## src/rtl/bios_boot_loader_pkg.sv

```systemverilog
// Shared definitions for the BIOS boot loader: FSM state encoding and parameter defaults.
// Latency: n/a (types and constants only).
// Backpressure: n/a.
package bios_boot_loader_pkg;

    // Copy FSM: ADDR presents the ROM address, WRITE pushes the word to RAM,
    // DONE releases the CPU and waits for a re-boot request.
    typedef enum logic [1:0] {
        ADDR  = 2'd0,
        WRITE = 2'd1,
        DONE  = 2'd2
    } boot_state_t;

    localparam int          DATA_WIDTH_DEF     = 16;
    localparam int          ROM_ADDR_WIDTH_DEF = 9;
    localparam int          RAM_ADDR_WIDTH_DEF = 16;
    localparam int unsigned LOAD_BASE_DEF      = 0;
    localparam int          LOAD_WORDS_DEF     = 512;

endpackage

```

## src/rtl/bios_boot_loader_if.sv

```systemverilog
// Memory-side bus of the boot loader: BIOS ROM read port plus RAM write port.
// Latency: ROM data returns one clk after rom_addr; RAM write completes on an edge with ram_ready=1.
// Backpressure: ram_ready low stalls the write; the master holds ram_we/ram_addr/ram_data stable.
interface bios_boot_loader_if
    import bios_boot_loader_pkg::*;
#(
    parameter int DATA_WIDTH     = DATA_WIDTH_DEF,
    parameter int ROM_ADDR_WIDTH = ROM_ADDR_WIDTH_DEF,
    parameter int RAM_ADDR_WIDTH = RAM_ADDR_WIDTH_DEF
) ();

    logic [ROM_ADDR_WIDTH-1:0] rom_addr;
    logic [DATA_WIDTH-1:0]     rom_q;
    logic [RAM_ADDR_WIDTH-1:0] ram_addr;
    logic [DATA_WIDTH-1:0]     ram_data;
    logic                      ram_we;
    logic                      ram_ready;

    // Loader side
    modport master (
        output rom_addr,
        input  rom_q,
        output ram_addr,
        output ram_data,
        output ram_we,
        input  ram_ready
    );

    // ROM / RAM side
    modport slave (
        input  rom_addr,
        output rom_q,
        input  ram_addr,
        input  ram_data,
        input  ram_we,
        output ram_ready
    );

endinterface

```

## src/rtl/bios_boot_loader.sv

```systemverilog
// Copies LOAD_WORDS words from the BIOS ROM into RAM at LOAD_BASE while holding the CPU in reset.
// Latency: two cycles per word with ram_ready high (ADDR + WRITE), so 2*LOAD_WORDS to done.
// Backpressure: ram_ready low holds WRITE with all outputs stable, indefinitely.
// Ports: clk, reset (async active-high), start (re-boot, DONE only), mem (ROM/RAM bus,
//        master modport), cpu_hold, done, checksum (running sum of words written).
module bios_boot_loader
    import bios_boot_loader_pkg::*;
#(
    parameter int          DATA_WIDTH     = DATA_WIDTH_DEF,
    parameter int          ROM_ADDR_WIDTH = ROM_ADDR_WIDTH_DEF,
    parameter int          RAM_ADDR_WIDTH = RAM_ADDR_WIDTH_DEF,
    parameter int unsigned LOAD_BASE      = LOAD_BASE_DEF,
    parameter int          LOAD_WORDS     = LOAD_WORDS_DEF
) (
    input  logic                  clk,
    input  logic                  reset,
    input  logic                  start,
    bios_boot_loader_if.master    mem,
    output logic                  cpu_hold,
    output logic                  done,
    output logic [DATA_WIDTH-1:0] checksum
);

    // Refuse to elaborate with a word count the index register cannot cover.
    if (LOAD_WORDS < 1 || LOAD_WORDS > (1 << ROM_ADDR_WIDTH)) begin : g_bad_load_words
        $error("bios_boot_loader: LOAD_WORDS out of range 1..2**ROM_ADDR_WIDTH");
    end

    // The DONE decision compares against the last index rather than a count,
    // so a full-ROM copy never needs an index one bit wider than the ROM address.
    localparam logic [ROM_ADDR_WIDTH-1:0] LAST_IDX  = ROM_ADDR_WIDTH'(LOAD_WORDS - 1);
    localparam logic [RAM_ADDR_WIDTH-1:0] BASE_ADDR = RAM_ADDR_WIDTH'(LOAD_BASE);

    boot_state_t               state;
    logic [ROM_ADDR_WIDTH-1:0] idx;
    logic                      ram_we_q;

    // ROM address comes straight from idx; the ROM registers it, so rom_q is
    // valid throughout WRITE and stays valid during a stall because idx is frozen.
    assign mem.rom_addr = idx;
    assign mem.ram_addr = BASE_ADDR + RAM_ADDR_WIDTH'(idx);   // wraps modulo 2**RAM_ADDR_WIDTH
    assign mem.ram_data = mem.rom_q;
    assign mem.ram_we   = ram_we_q;

    always_ff @(posedge clk or posedge reset) begin
        if (reset) begin
            state    <= ADDR;
            idx      <= '0;
            checksum <= '0;
            ram_we_q <= 1'b0;
            cpu_hold <= 1'b1;
            done     <= 1'b0;
        end else begin
            case (state)
                ADDR: begin
                    state    <= WRITE;
                    ram_we_q <= 1'b1;
                end

                WRITE: begin
                    if (mem.ram_ready) begin
                        checksum <= checksum + mem.ram_data;
                        ram_we_q <= 1'b0;
                        if (idx == LAST_IDX) begin
                            state    <= DONE;
                            cpu_hold <= 1'b0;
                            done     <= 1'b1;
                        end else begin
                            idx   <= idx + 1'b1;
                            state <= ADDR;
                        end
                    end
                end

                DONE: begin
                    if (start) begin
                        state    <= ADDR;
                        idx      <= '0;
                        checksum <= '0;
                        cpu_hold <= 1'b1;
                        done     <= 1'b0;
                    end
                end

                default: begin
                    state    <= ADDR;
                    ram_we_q <= 1'b0;
                end
            endcase
        end
    end

endmodule

```

## src/flat_wrapper.sv

```systemverilog
// flat-port wrapper written by rule: the top's interface ports become plain ports
module bios_boot_loader_flat import bios_boot_loader_pkg::*;
#(
    parameter int          DATA_WIDTH     = DATA_WIDTH_DEF,
    parameter int          ROM_ADDR_WIDTH = ROM_ADDR_WIDTH_DEF,
    parameter int          RAM_ADDR_WIDTH = RAM_ADDR_WIDTH_DEF,
    parameter int unsigned LOAD_BASE      = LOAD_BASE_DEF,
    parameter int          LOAD_WORDS     = LOAD_WORDS_DEF
)
  (clk, reset, start, cpu_hold, done, checksum, mem_rom_addr, mem_rom_q, mem_ram_addr, mem_ram_data, mem_ram_we, mem_ram_ready);
  bios_boot_loader_if #(.DATA_WIDTH(DATA_WIDTH), .ROM_ADDR_WIDTH(ROM_ADDR_WIDTH), .RAM_ADDR_WIDTH(RAM_ADDR_WIDTH)) mem_i ();
  input  logic clk;
  input  logic reset;
  input  logic start;
  output logic cpu_hold;
  output logic done;
  output logic [DATA_WIDTH-1:0] checksum;
  output wire logic [$bits(mem_i.rom_addr)-1:0] mem_rom_addr;
  input wire logic [$bits(mem_i.rom_q)-1:0] mem_rom_q;
  output wire logic [$bits(mem_i.ram_addr)-1:0] mem_ram_addr;
  output wire logic [$bits(mem_i.ram_data)-1:0] mem_ram_data;
  output wire logic [$bits(mem_i.ram_we)-1:0] mem_ram_we;
  input wire logic [$bits(mem_i.ram_ready)-1:0] mem_ram_ready;
  assign mem_rom_addr = mem_i.rom_addr;
  assign mem_i.rom_q = mem_rom_q;
  assign mem_ram_addr = mem_i.ram_addr;
  assign mem_ram_data = mem_i.ram_data;
  assign mem_ram_we = mem_i.ram_we;
  assign mem_i.ram_ready = mem_ram_ready;
  bios_boot_loader #(.DATA_WIDTH(DATA_WIDTH), .ROM_ADDR_WIDTH(ROM_ADDR_WIDTH), .RAM_ADDR_WIDTH(RAM_ADDR_WIDTH), .LOAD_BASE(LOAD_BASE), .LOAD_WORDS(LOAD_WORDS)) u_core (.clk(clk), .reset(reset), .start(start), .mem(mem_i), .cpu_hold(cpu_hold), .done(done), .checksum(checksum));
endmodule
```

## config.mk

```make
export PLATFORM = sky130hd
export DESIGN_NAME = bios_boot_loader_flat
export DESIGN_NICKNAME = d
export VERILOG_FILES = /design/src/rtl/bios_boot_loader_pkg.sv /design/src/rtl/bios_boot_loader_if.sv /design/src/rtl/bios_boot_loader.sv /design/src/flat_wrapper.sv
export SDC_FILE = /design/constraint.sdc
export NUM_CORES = 1
export LEC_CHECK = 0
export ABC_AREA = 1
export CAP_MARGIN = 20
export CELL_PAD_IN_SITES_DETAIL_PLACEMENT = 0
export CELL_PAD_IN_SITES_GLOBAL_PLACEMENT = 1
export CORE_AREA = 2 2 102 84
export DETAILED_ROUTE_END_ITERATION = 8
export DIE_AREA = 0 0 104 86
export PLACE_DENSITY_LB_ADDON = 0.25
export SYNTH_ARGS = -nofsm -noshare
export SYNTH_HDL_FRONTEND = slang
export SYNTH_SLANG_ARGS = --single-unit
```

## constraint.sdc

```tcl
create_clock -name clk -period 2.5 [get_ports clk]
set_input_delay 0.375 -clock clk [delete_from_list [all_inputs] [get_ports clk]]
set_output_delay 0.375 -clock clk [all_outputs]
set_load 0.01 [all_outputs]
```

# Word-level counts from Yosys, hierarchy flattened

Index checks and enable logic that the tools add are counted.

Bits in registers: 30
Input port bits: 20
Output and inout port bits: 60
Word-level logic and storage cells: 44

$add $sub $neg: 2
Equal/unequal tests: 7
Muxes and demuxes: 21
Bitwise operators: 1
Reductions and logical operators: 7

Operators with widths:

| operator              | count |
|---|---|
| $mux W16              | 2 |
| $pmux W16 S2          | 1 |
| $mux W9               | 3 |
| $pmux W9 S2           | 1 |
| $add A16 B16 Y16      | 1 |
| $add A9 B1 Y9 const B | 1 |
| $eq A9 B9 Y1 const B  | 1 |
| $reduce_and A4 Y1     | 2 |
| $mux W1               | 7 |
| $mux W2               | 3 |
| $ne A2 B2 Y1 const B  | 3 |
| $pmux W2 S3           | 1 |
| $pmux W1 S2           | 2 |
| $reduce_and A2 Y1     | 2 |
| $pmux W1 S3           | 1 |
| $reduce_and A3 Y1     | 1 |
| $eq A2 B1 Y1 const B  | 1 |
| $eq A2 B2 Y1 const B  | 1 |
| $logic_not A2 Y1      | 1 |
| $ne A2 B1 Y1 const B  | 1 |
| $reduce_bool A2 Y1    | 1 |
| $not A1 Y1            | 1 |

# Depth between registers and ports, before layout

Word-level depth: 4
Depth in mapped cells: 15
Mapped depth without buffers: 15

# Least setup slack after synthesis

No wires, ideal clock.

Path type: register to register
Start: register u_core.idx[0], in the netlist u_core.mem.rom_addr[0]
End: register u_core.idx[5], in the netlist u_core.mem.rom_addr[5]
Setup time: 117 ps
Arrival: 1666 ps
Data required time: 2383 ps
Path slack: 717 ps
Cell stages (with the launch flop): 15
Path buffers: 0
Clock period less this slack: 1783 ps
Path through: dfrtp_1 > ha_1 > nand2_1 > inv_1 > nand4_1 > nor2_1 > ha_1 > inv_1 > nand2_2 > nand2_2 > nand3_4 > nor2_4 > nand3_1 > nand2_1 > nor2_2

Cells in the longest elaborated chain, start to end: 4
Elaborated cells on any way between the ends: 7
Classes of those cells: 1 x add/sub; 2 x eq/ne; 3 x mux; 1 x reduce/logical

RTL lines:

| element                  | RTL line               | RTL |
|---|---|---|
| start: declaration       | bios_boot_loader.sv:35 | `logic [ROM_ADDR_WIDTH-1:0] idx;` |
| start signal: assignment | bios_boot_loader.sv:69 | `idx <= idx + 1'b1;` |
| $add A9 B1 Y9            | bios_boot_loader.sv:69 |  |
| $mux W9                  | bios_boot_loader.sv:64 | `if (idx == LAST_IDX) begin` |
| $mux W9                  | bios_boot_loader.sv:61 | `if (mem.ram_ready) begin` |
| $pmux W9 S2              | bios_boot_loader.sv:54 | `case (state)` |

Several ways; a longest one is shown, not always the timed one. The select of a mux whose other input is x is not followed.
A chain may end at the register's enable or synchronous reset.

# Worst setup path after layout

Same ends and word-level chain as after synthesis.

==> impl_metrics.csv <==
group,metric,value,unit
placement,routabilityCongestion,0.8149,
finish,fillCellCount,846,
sta,fmax,0.5163,GHz
sta,setup-violations-final,0,
finish,register_area,752.0,µm²
placement,dp_hpwl,4.785,mm
detailed_routing,avgViaCountPerCell,4.280,
worst_hold_path,hold_class,"in2async",
power,p_per_area,1038,mW/mm²
finish,multi_input_area,0.001275,mm²
clock_network,root_buffer,"clkbuf_8",
power,p_seq_share,25.6,%
detailed_routing,wirelength,6.181,mm
placement,port_buffers,72,
finish,final_cell_mix,"nand2_1 (117), clkdlybuf4s50_1 (72), inv_1 (57)",
logic_synthesis,synth_warnings,0,
finish,drive_gt1_share,6.715,%
worst_setup_path,crit_fanout,8,
worst_setup_path,start_kind,"flip-flop",
worst_setup_path,crit_arrival,2.12,ns
logic_synthesis,synth-seq-cells,30,
global_routing,grt_pass1_vias,2181,
detailed_routing,vias,2247,
floorplanning,die-width,104,µm
clock_network,cts_sinks,30,
detailed_routing,wire_per_inst,11.77,µm
power,p_leak,1.693,nW
floorplanning,initial_core_util,31.70,%
worst_setup_path,r2r-start,"u_core.mem.rom_addr[0]$_DFFE_PP0P_",
clock_network,cts.repair.resized,0,
detailed_routing,drc,0,
sta,clock_skew,0.003345,ns
finish,layout.cells.non_filler,525,
logic_synthesis,syn_area_per_cell,6.845,µm²
sta,final_max_slew_viol_count,0,
clock_network,clock_latency,0.28,ns
worst_setup_path,crit_path_start,"u_core.mem.rom_addr[0]$_DFFE_PP0P_",
floorplanning,core,0.007838,mm²
logic_synthesis,synth_top_area_share,29.20,%
detailed_routing,ant_nets,0,
clock_network,cts_buffers,5,
floorplanning,die_area,0.008944,mm²
global_routing,grt_pass1_wl,10.52,mm
logic_synthesis,ys_seq_area_share,30.26,%
clock_network,path_clk_slew,0.08,ns
outcome,status,"finished clean",
global_routing,antenna_found_initial,0,
logic_synthesis,netlist_instances,363,
power,p_clk_share,15.1,%
logic_synthesis,ys_types,29,
detailed_routing,drt-initial-drc-count,62,
finish,n_antenna_cell,0,
logic_synthesis,netlist_top_cells_area,"dfrtp_1 (29%), nand2_1 (18%), buf_4 (10%), inv_1 (8.6%), ha_1 (8.6%)",
power,switching_share,43.79,%
power,ir_worst_vdd,0.4445,mV
global_routing,grt_max_degree,31,
logic_synthesis,netlist_area,0.002485,mm²
finish,nets,454,
finish,layout_commonest_cell,"nand2_1",
floorplanning,rows,29,
floorplanning,ios,80,
clock_network,htreeDepth,2,
clock_network,cts_setup_buffers,0,
power,switchingPower,0.001469,W
global_routing,grt_usage,14.75,%
sta,period_share,77.47,%
floorplanning,die_y,86,µm
placement,dp_cells,517,
worst_setup_path,critPathKind,"reg2reg",
finish,area_growth,30.06,%
flow_run,maxCapViolCount,0,
clock_network,cts_tree,"done",
clock_network,clock_path_buffers,2,
sta,fin_setup_tns,0,ns
sta,fin_crit,1.937,ns
sta,rsz0062_at_grt,"false",
worst_setup_path,crit_required,2.68,ns
sta,final_hold_viol_count,0,
detailed_routing,firstDrtPassIters,4,
logic_synthesis,synth_largest_area_cell,"dfrtp_1",
worst_setup_path,cp-end-kind,"flip-flop",
global_routing,grt.overflow.total,0,
clock_network,hold_buffers,0,
power,internal-power,0.001886,W
power,p_comb_share,59.3,%
-- worst max-delay path: stages, from the launching register on --
cell     delay, ns
dfrtp_1       0.41
ha_1          0.24
nand2_1       0.08
inv_1         0.07
nand4_1       0.10
nor2_1        0.05
ha_1          0.20
inv_1         0.09
nand2_2       0.06
nand2_2       0.07
nand3_4       0.12
nor2_4        0.14
nand3_1       0.08
nand2_1       0.10
nor2_2        0.03
-- cells by family (layout without fill, tap and decap cells) --
family                   Yosys count  after routing  share of synthesized area [%]
AO/OA/AOI/OAI                     33             33                          7.050
flip-flops                        30             30                          30.26
XOR/XNOR                           5              5                          1.762
buffers and inverters             95            143                          19.34
other                              1              7                         0.1509
AND/OR/NAND/NOR                  181            181                          32.07
adder cells (fa/ha/maj)           18             18                          9.365
-- metrics by stage --
step	hold slack (ns)	power, W	utilization, %	instance area (µm²)	setup slack (ns)
after floorplan	0.4651	0.002138	-	2507	0.7172
after global placement	0.4873	0.002864	39.85	3123	0.2580
after detailed placement	0.4847	0.002871	39.85	3123	0.2412
after CTS	0.5034	0.003395	41.24	3232	0.5453
after global routing	0.5347	0.003712	41.24	3232	0.3315
final	0.4861	0.003356	41.24	3232	0.5631
-- final cells by class --
class,instances,share of cell area (%)
clock buffers,5,2.129
clock inverters,3,1.239
inverters,62,7.201
multi-input cells,244,39.45
flip-flops and latches,30,23.27
well taps,108,4.181
repair buffers,73,22.53
-- synth_stat cells --
cell,count
a21oi_1,12
a22o_1,1
buf_4,33
conb_1,1
dfrtp_1,29
dfstp_2,1
fa_1,1
ha_1,17
inv_1,57
inv_2,5
nand2_1,117
nand2_2,6
nand2_4,1
nand3_1,26
nand3_4,1
nand3b_1,2
nand4_1,3
nor2_1,15
nor2_2,1
nor2_4,3
nor3_1,5
o21a_1,1
o21ai_0,16
o21ai_1,1
o22ai_1,1
o31ai_1,1
or2_2,1
xnor2_1,1
xor2_1,4
-- metal layers --
metal  wire length (µm)  GRT usage [%]  share of wire [%]  vias to the layer above
met2               2456          21.23                 40                       54
met3                375          3.495                6.1                        5
met5                  0              0                  0                        -
met1               3309          22.16                 54                      989
met4                 39          3.317               0.63                        0
li1                   -              -                  -                     1199
-- flip-flops by register name (all words and copies together) (netlist names) --
register / flops
u_core.checksum: 16
u_core.mem.rom_addr: 9
u_core.state: 2
u_core.cpu_hold: 1
u_core.done: 1
u_core.mem.ram_we: 1
-- power by group through the flow --
stage | clock network [W] | logic (W) | registers (W)
after floorplan | 0 | 0.00122 | 0.000918
after global placement | 0 | 0.00200 | 0.000868
after detailed placement | 0 | 0.00200 | 0.000870
after CTS | 0.000518 | 0.00201 | 0.000863
after global routing | 0.000535 | 0.00228 | 0.000895
final | 0.000505 | 0.00199 | 0.000860
-- worst paths after layout --
kind	depth (start not counted)	slack, ns	end
hold / removal	3	0.49	u_core.checksum[13]$_DFFE_PP0P_
min in group clk	2	0.49	u_core.mem.ram_we$_DFFE_PP0P_
max in group asynchronous	3	1.68	u_core.cpu_hold$_DFFE_PP1P_
setup reg to reg	14	0.56	u_core.mem.rom_addr[5]$_DFFE_PP0P_
hold reg to reg	2	0.49	u_core.mem.ram_we$_DFFE_PP0P_
setup / recovery	14	0.56	u_core.mem.rom_addr[5]$_DFFE_PP0P_
Power figures use the tool's default switching activity.
